<file path="src/rtl/ppu_fetch_sequencer.sv">
// PPU raster timing: dot/line counters driven by a clock divider, plus the per-dot VRAM
// fetch phase, scroll-register strobes, VBLANK set/clear and the odd-frame dot skip.
module ppu_fetch_sequencer #(
  parameter int CLKS_PER_DOT    = 4,
  parameter int DOTS_PER_LINE   = 341,
  parameter int LINES_PER_FRAME = 262,
  parameter int VIS_LINES       = 240,
  parameter int VBLANK_LINE     = 241,
  parameter int ODD_SKIP_EN     = 1
) (
  input  logic       clk,
  input  logic       rst,
  input  logic       rendering_en,
  output logic       dot_ce,
  output logic [8:0] dot,
  output logic [8:0] line,
  output logic [2:0] fetch_phase,
  output logic       fetch_strobe,
  output logic       hscroll_inc,
  output logic       vscroll_inc,
  output logic       hcopy,
  output logic       vcopy,
  output logic       vblank_set,
  output logic       vblank_clr,
  output logic       odd_frame,
  output logic       frame_start
);

  localparam logic [8:0] LAST_DOT  = 9'(DOTS_PER_LINE - 1);
  localparam logic [8:0] SKIP_DOT  = 9'(DOTS_PER_LINE - 2);
  localparam logic [8:0] PRE_LINE  = 9'(LINES_PER_FRAME - 1);
  localparam logic [8:0] VIS_END   = 9'(VIS_LINES);
  localparam logic [8:0] VBL_LINE  = 9'(VBLANK_LINE);

  localparam logic [2:0] PH_IDLE   = 3'd0;
  localparam logic [2:0] PH_NT     = 3'd1;
  localparam logic [2:0] PH_AT     = 3'd2;
  localparam logic [2:0] PH_PT_LO  = 3'd3;
  localparam logic [2:0] PH_PT_HI  = 3'd4;
  localparam logic [2:0] PH_SPR_NT = 3'd5;
  localparam logic [2:0] PH_SPR_LO = 3'd6;
  localparam logic [2:0] PH_SPR_HI = 3'd7;

  logic [8:0] dot_reg, dot_next;
  logic [8:0] line_reg, line_next;
  logic       odd_reg, odd_next;
  logic       rend_reg;
  logic       skip;
  logic       tick;
  logic       fetch_line;
  logic       render_line;
  logic       bg_span;
  logic [2:0] g;
  logic [7:0] hit;
  logic [7:0] pulse;

  // Divider: a single-clock dot needs no counter, dot_ce is simply always set.
  generate
    if (CLKS_PER_DOT == 1) begin : g_div1
      assign dot_ce = 1'b1;
    end else begin : g_div
      localparam logic [3:0] DIV_LAST = 4'(CLKS_PER_DOT - 1);
      logic [3:0] div_reg;

      always_ff @(posedge clk) begin
        if (rst) begin
          div_reg <= 4'd0;
        end else if (div_reg == DIV_LAST) begin
          div_reg <= 4'd0;
        end else begin
          div_reg <= div_reg + 4'd1;
        end
      end

      assign dot_ce = ~rst & (div_reg == DIV_LAST);
    end
  endgenerate

  // Pulses are qualified by reset too so a reset clk never leaks a partial event.
  assign tick = dot_ce & ~rst;

  always_comb begin
    dot_next  = dot_reg + 9'd1;
    line_next = line_reg;
    odd_next  = odd_reg;
    skip      = (ODD_SKIP_EN != 0) && (line_reg == PRE_LINE) && (dot_reg == SKIP_DOT)
                && odd_reg && rendering_en;
    if (skip || ((dot_reg == LAST_DOT) && (line_reg == PRE_LINE))) begin
      dot_next  = 9'd0;
      line_next = 9'd0;
      odd_next  = ~odd_reg;
    end else if (dot_reg == LAST_DOT) begin
      dot_next  = 9'd0;
      line_next = line_reg + 9'd1;
    end
  end

  // rend_reg holds the rendering enable that applies to the dot now in progress.
  always_ff @(posedge clk) begin
    if (rst) begin
      dot_reg  <= 9'd0;
      line_reg <= PRE_LINE;
      odd_reg  <= 1'b0;
      rend_reg <= 1'b0;
    end else if (dot_ce) begin
      dot_reg  <= dot_next;
      line_reg <= line_next;
      odd_reg  <= odd_next;
      rend_reg <= rendering_en;
    end
  end

  assign fetch_line  = (line_reg < VIS_END) || (line_reg == PRE_LINE);
  assign render_line = rend_reg && fetch_line;
  assign bg_span     = ((dot_reg >= 9'd1) && (dot_reg <= 9'd256))
                    || ((dot_reg >= 9'd321) && (dot_reg <= 9'd336));
  assign g           = dot_reg[2:0] - 3'd1;

  always_comb begin
    fetch_phase = PH_IDLE;
    if (render_line && (dot_reg != 9'd0)) begin
      if (bg_span) begin
        case (g[2:1])
          2'd0:    fetch_phase = PH_NT;
          2'd1:    fetch_phase = PH_AT;
          2'd2:    fetch_phase = PH_PT_LO;
          default: fetch_phase = PH_PT_HI;
        endcase
      end else if ((dot_reg >= 9'd257) && (dot_reg <= 9'd320)) begin
        if (!g[2]) begin
          fetch_phase = PH_SPR_NT;
        end else if (!g[1]) begin
          fetch_phase = PH_SPR_LO;
        end else begin
          fetch_phase = PH_SPR_HI;
        end
      end else if ((dot_reg >= 9'd337) && (dot_reg <= 9'd340)) begin
        fetch_phase = PH_NT;
      end
    end
  end

  // Event matches for the current dot; each becomes a pulse only on the dot's final clk.
  always_comb begin
    hit    = 8'd0;
    hit[0] = (fetch_phase != PH_IDLE) && !dot_reg[0];
    if (render_line) begin
      hit[1] = bg_span && (dot_reg[2:0] == 3'd0);
      hit[2] = (dot_reg == 9'd256);
      hit[3] = (dot_reg == 9'd257);
      hit[4] = (line_reg == PRE_LINE) && (dot_reg >= 9'd280) && (dot_reg <= 9'd304);
    end
    hit[5] = (line_reg == VBL_LINE) && (dot_reg == 9'd1);
    hit[6] = (line_reg == PRE_LINE) && (dot_reg == 9'd1);
    hit[7] = (line_reg == 9'd0) && (dot_reg == 9'd0);
  end

  genvar gi;
  generate
    for (gi = 0; gi < 8; gi++) begin : g_pulse
      assign pulse[gi] = tick & hit[gi];
    end
  endgenerate

  assign fetch_strobe = pulse[0];
  assign hscroll_inc  = pulse[1];
  assign vscroll_inc  = pulse[2];
  assign hcopy        = pulse[3];
  assign vcopy        = pulse[4];
  assign vblank_set   = pulse[5];
  assign vblank_clr   = pulse[6];
  assign frame_start  = pulse[7];

  assign dot       = dot_reg;
  assign line      = line_reg;
  assign odd_frame = odd_reg;

endmodule

</file>
<file path="config.mk">
export PLATFORM = sky130hd
export DESIGN_NAME = ppu_fetch_sequencer
export DESIGN_NICKNAME = d
export VERILOG_FILES = /design/src/rtl/ppu_fetch_sequencer.sv
export SDC_FILE = /design/constraint.sdc
export NUM_CORES = 1
export LEC_CHECK = 0
export BUFFER_PORTS_ARGS = -buffer_cell sky130_fd_sc_hd__buf_2
export CORE_MARGIN = 2
export CORE_UTILIZATION = 45
export CTS_CLUSTER_SIZE = 8
export DETAILED_ROUTE_END_ITERATION = 7
export GPL_TIMING_DRIVEN = 0
export PLACE_DENSITY = 0.67
export SLEW_MARGIN = 20
export SYNTH_ARGS = -nofsm -noshare
export SYNTH_HDL_FRONTEND = slang
export SYNTH_SLANG_ARGS = --single-unit
</file>
<file path="constraint.sdc">
create_clock -name clk -period 2.6 [get_ports clk]
set_clock_uncertainty 0.05 [all_clocks]
set_input_delay 0.13 -clock clk [delete_from_list [all_inputs] [get_ports clk]]
set_output_delay 0.13 -clock clk [all_outputs]
set_load 0.02 [all_outputs]
</file>
-- After elaboration in Yosys (flattened, before gate mapping)
Index checks and enable logic that the tools add are counted.
- register bits: 24
- output and inout bits: 31
- logic and storage cells: 85
- input port bits: 3
- multiplexer cells: 12
- equality and inequality tests: 10
- bitwise operators: 12
- reductions and logical operators: 31
- add/sub/neg operators: 4
- magnitude comparators: 11
- operator list (operator ; count):
    9-bit equality test, second input constant ; 5
    9-bit less-or-equal comparator, second input constant ; 5
    9-bit greater-or-equal comparator, second input constant ; 4
    9-bit 2-to-1 mux ; 4
    9-bit by 1-bit adder with 9-bit output, second input constant ; 2
    9-bit zero test ; 2
    1-bit logical AND ; 17
    1-bit AND ; 10
    9-bit by 1-bit equality test with 1-bit output, second input constant ; 1
    9-bit by 8-bit equality test with 1-bit output, second input constant ; 1
    9-bit by 1-bit greater-or-equal comparator with 1-bit output, second input constant ; 1
    9-bit by 8-bit < comparator with 1-bit output, second input constant ; 1
    3-bit 2-to-1 mux ; 3
    3-bit case mux with 3 select lines ; 1
    9-bit nonzero test ; 1
    4-bit by 1-bit adder with 4-bit output, second input constant ; 1
    4-bit by 2-bit equality test with 1-bit output, second input constant ; 1
    4-bit 2-to-1 mux ; 1
    2-bit AND reduction ; 2
    3-bit zero test ; 1
    1-bit logical OR ; 3
    3-bit nonzero test ; 1
    3-bit by 1-bit subtractor with 3-bit output, second input constant ; 1
    2-bit by 1-bit equality test with 1-bit output, second input constant ; 1
    8 further kinds ; 10

-- Logic depth before layout (Yosys ltp)
- depth after elaboration: 9
- mapped depth: 8
- mapped depth without buffers: 7

-- Least setup slack after synthesis
No wires, ideal clock.
- kind: reg-to-output
- start: reg dot_reg[2] (netlist: dot[2])
- end: out fetch_phase[0]
- cell stages (with the launch flop): 7
- setup slack: 0.147 ns
- data arrival time: 2.273 ns
- path buffers: 1
- cells stage by stage: dfxtp_1 buf_4 or4_1 o31a_1 nor4_2 a221oi_1 a211oi_1
- word-level cells in the longest chain between the ends: 6
- ends and longest elaborated chain (item ; RTL line ; source):
    from (decl) ; 44 ; logic [8:0] dot_reg, dot_next;
    from (signal assigned) ; 106 ; dot_reg <= dot_next;
    9-bit greater-or-equal comparator / 9-bit less-or-equal comparator (equally long branches) ; 137 ; end else if ((dot_reg >= 9'd337) && (dot_reg <= 9'd340)) begin
    1-bit logical AND ; 137 ;
    1-bit 2-to-1 mux ; 137 ;
    3-bit 2-to-1 mux ; 129 ; end else if ((dot_reg >= 9'd257) && (dot_reg <= 9'd320)) begin
    3-bit 2-to-1 mux ; 122 ; if (bg_span) begin
    3-bit 2-to-1 mux (*) ; 121 ; if (render_line && (dot_reg != 9'd0)) begin
    to (decl) ; 17 ; output logic [2:0] fetch_phase,
Mark *: on every way between the ends. The rest lies on a longest branch, timed or not.

-- Worst setup path after layout
- start: reg dot_reg[7] (netlist: dot[7])
- end: out hscroll_inc
- word-level cells in the longest chain between the ends: 6
- ends and longest elaborated chain (item ; RTL line ; source):
    9-bit by 1-bit greater-or-equal comparator with 1-bit output (tied with other cells) ; 115 ; assign bg_span = ((dot_reg >= 9'd1) && (dot_reg <= 9'd256))
    1-bit logical AND (on tied branches) ; 115, 116 ;
    1-bit logical OR (*) ; 116 ; || ((dot_reg >= 9'd321) && (dot_reg <= 9'd336));
    1-bit logical AND (*) ; 148 ; hit[1] = bg_span && (dot_reg[2:0] == 3'd0);
    4-bit 2-to-1 mux (*) ; 147 ; if (render_line) begin
    1-bit AND (*) ; 161 ; assign pulse[gi] = tick & hit[gi];
    to (decl) ; 19 ; output logic hscroll_inc,
Marks and branches as above.

==> run summary <==
* 270 ps — Clock Latency Late Sink
* 8.017 um^2 — average instance area after synthesis
* 0.9772 — share of the cycle needed by the critical path after routing
* 393.6 MHz — Achievable Freq
* sky130_fd_sc_hd__dfxtp_1 (24), sky130_fd_sc_hd__nor2_1 (17), sky130_fd_sc_hd__nand2_1 (16) — most used standard cells in the synthesized netlist
* sky130_fd_sc_hd__clkbuf_8 — clock root buffer
* yes — CTS tree
* 0 — number of enable flip-flop cells after synthesis
* 551.1 ps — slew at the pin closest to its max-slew limit
* 22 — placement row count
* 230 ps — setup slack of the worst register-to-register path
* 64.58 um — Die Ht
* 0 — share of synthesized flip-flops with an asynchronous set or reset
* 0 — antenna violations before repair
* 0.2700 — met1 usage in global routing
* met2 — Top Usage Layer GRT
* 0.2122 — overall routing resource usage
* sky130_fd_sc_hd__dfxtp_1 — prevailing post-synth register cell
* 0 — count of synthesis-stage warnings from yosys
* sky130_fd_sc_hd__dfxtp_1 (29%), sky130_fd_sc_hd__ha_1 (7.6%), sky130_fd_sc_hd__nand3_1 (4.2%), sky130_fd_sc_hd__nor2_1 (3.9%), sky130_fd_sc_hd__nand2_1 (3.6%) — cell types with the largest area share after synthesis
* 1655 — via count
* finished, final reports clean — result of the run
* 24 — total of flip-flops plus latches after synthesis
* 2541 ps — final period demand of the worst path
* 0 — max-capacitance violation count
* flip-flop — Critical Path Start Type
* 5.629 — vias per inst
* 57.01 ps — Hold Worst Slack
* 0.5701 — final core area utilization
* 15 — maximum number of pins on one net before global-route repair
* sky130_fd_sc_hd__dfxtp_1 — most frequently used cell type in the post-synthesis netlist
* 32 — number of input and output port buffers inserted
* 0 — final-report setup violation count
* 0 — number of design rule violations left after detail routing
* 4171 um^2 — area of the die
* 7.065 mm — global-route wire length before repair
* 0 — final number of hold-violating endpoints
* 0.2909 — register area share after synthesis
* 0.6326 — Slew Limit Headroom
* 8 — largest fanout on the critical path
* dot[7] — start point of the critical path
* output port — crit path capture type
* 90 ps — clock slew at the register clock pins of the worst setup and hold paths
* 0.2602 — fraction of layout cells with a size suffix above 1
* 2056 um^2 — post-route cell area
* 0 — total gr overflow
* 390.0 nW/um^2 — power per standard cell area
* 0 — count of hold-fix buffers inserted at cts
* 0.8360 nW — leakage dissipation
* 0.3724 — met2 track demand over resource
* 260 — layout net count
* 206 — count of mapped cells out of synthesis
* 1652 um^2 — post-synthesis instance area
* 1482 — via count of the first global-routing pass
* 0 — number of antenna diodes
* 0.9046 — Final GP Congestion
* in -> reg — Worst Hold Class
* 3606 um^2 — Placeable Area
* 219 — nets in the synthesized netlist
* 3 — CTS buffer count
* 14.31 um — wire length per cell after detailed routing
* 2 — maximum clock insertion buffer count
* 0.03299 — met3 global-route usage
* rendering_en — launch instance of the worst min-delay path
* 1872 um^2 — placed cell area
* 4 — number of search-and-repair iterations in the first detailed-routing pass
* 1 — H-Tree Level Count
* 24 — count of clock tree sinks
* 3.133 mm — HPWL after detailed placement
* 34 — total I/O pin count
* 0 — remaining antenna violation count
* 0 ps — final sum of negative setup slack
* 84 — count of routing violations after the opening detailed-route iteration
* 0.4580 — Initial Util
* 64.58 um — horizontal extent of the die
* 0 — number of max-slew violations in the final report
* 2360 ps — data arrival time of the critical path
* sky130_fd_sc_hd__dfxtp_1 — cell type with the highest aggregate area in the netlist
* 24.47% — relative area change from synthesis to final layout
* dot[1] — critical register-to-register path startpoint
* 2420 ps — critical path data required time
* 50 — count of unique library cells instantiated by Yosys
* reg -> out — Worst Path Class, Setup
* 0.2909 — top cell type's share of synthesized area
* 4.207 mm — final wirelength
* 172.6 uV — peak ir drop on the vdd network
kinds of logic (layout without fill, tap and decap cells):
kind of cell	after synthesis	after routing	synth area share
AOI/OAI and AO/OA	43	43	0.1886
xor gates and xnor gates	10	10	0.05303
adders and majority gates	10	10	0.07576
buffers and inverters	24	64	0.06667
DFF	24	24	0.2909
and+or+nand+nor	95	95	0.3250
repair_timing:
item | CTS | global route
resized for setup | 4 | 13
buffers inserted | 0 | 5
pin swaps | 0 | 3
endpoints found under the hold margin | 0 | 0
setup endpoints to repair | 6 | 8
metal layers:
layer	part of all wire	vias to the layer above
met5	0	-
met1	0.47	764
met2	0.47	47
met4	0.0064	0
li1	-	842
met3	0.051	2
layout make-up:
| type | instances | area (um^2) |
|---|---|---|
| Clock inverter | 1 | 30.03 |
| Inverter | 13 | 48.80 |
| Buffer | 10 | 57.56 |
| Clock buffer | 3 | 41.29 |
| Tap cell | 48 | 60.06 |
| Sequential cell | 24 | 481.7 |
| Fill cell | 345 | 1550 |
| Timing Repair Buffer | 37 | 197.7 |
| Multi-Input combinational cell | 158 | 1139 |
worst paths after layout:
kind,endpoint,cells past startpoint
hold / removal,rend_reg,3
setup reg to reg,line[4],7
hold reg to reg,g_div.div_reg[0],1
setup / recovery,hscroll_inc,7
per-stage QoR:
step | instances | worst slack (ps) | power, mW
floorplan | 206 | 146.7 | 0.4467
global placement | 286 | 206.0 | 0.4639
detailed placement | 286 | 189.2 | 0.4656
CTS | 290 | 6.568 | 0.7998
global route | 294 | -28.27 | 0.8417
finish | 294 | 59.17 | 0.8018
cells in the final DEF (no fill, tap or decap), drive strengths merged, types with 4 or more instances in the layout:
cell type,Yosys,final
xnor2,4,4
ha,10,10
a21oi,9,9
o21ai,5,5
buf,4,41
xor2,6,6
nand3,14,14
nand4,7,7
nor4,6,6
nor2,17,17
or4,5,5
a211oi,5,5
dfxtp,24,24
inv,13,13
nor3,8,8
o31a,4,4
clkbuf,7,9
nand2,16,16
power breakdown:
part	internal (mW)	leakage [nW]	switching [mW]
clock	0.206	0.0357	0.125
combinational	0.0365	0.606	0.0507
sequential	0.375	0.195	0.00855
total	0.617	0.836	0.184
critical path, stage by stage, from the launching register on:
cell	delay, ps
sky130_fd_sc_hd__dfxtp_1	310
sky130_fd_sc_hd__clkbuf_1	250
sky130_fd_sc_hd__nor4_4	420
sky130_fd_sc_hd__nand3_1	200
sky130_fd_sc_hd__o211ai_1	250
sky130_fd_sc_hd__and2_2	280
sky130_fd_sc_hd__and4b_1	210
sky130_fd_sc_hd__buf_2	160
Note: power is estimated with default switching activity, not from simulation.
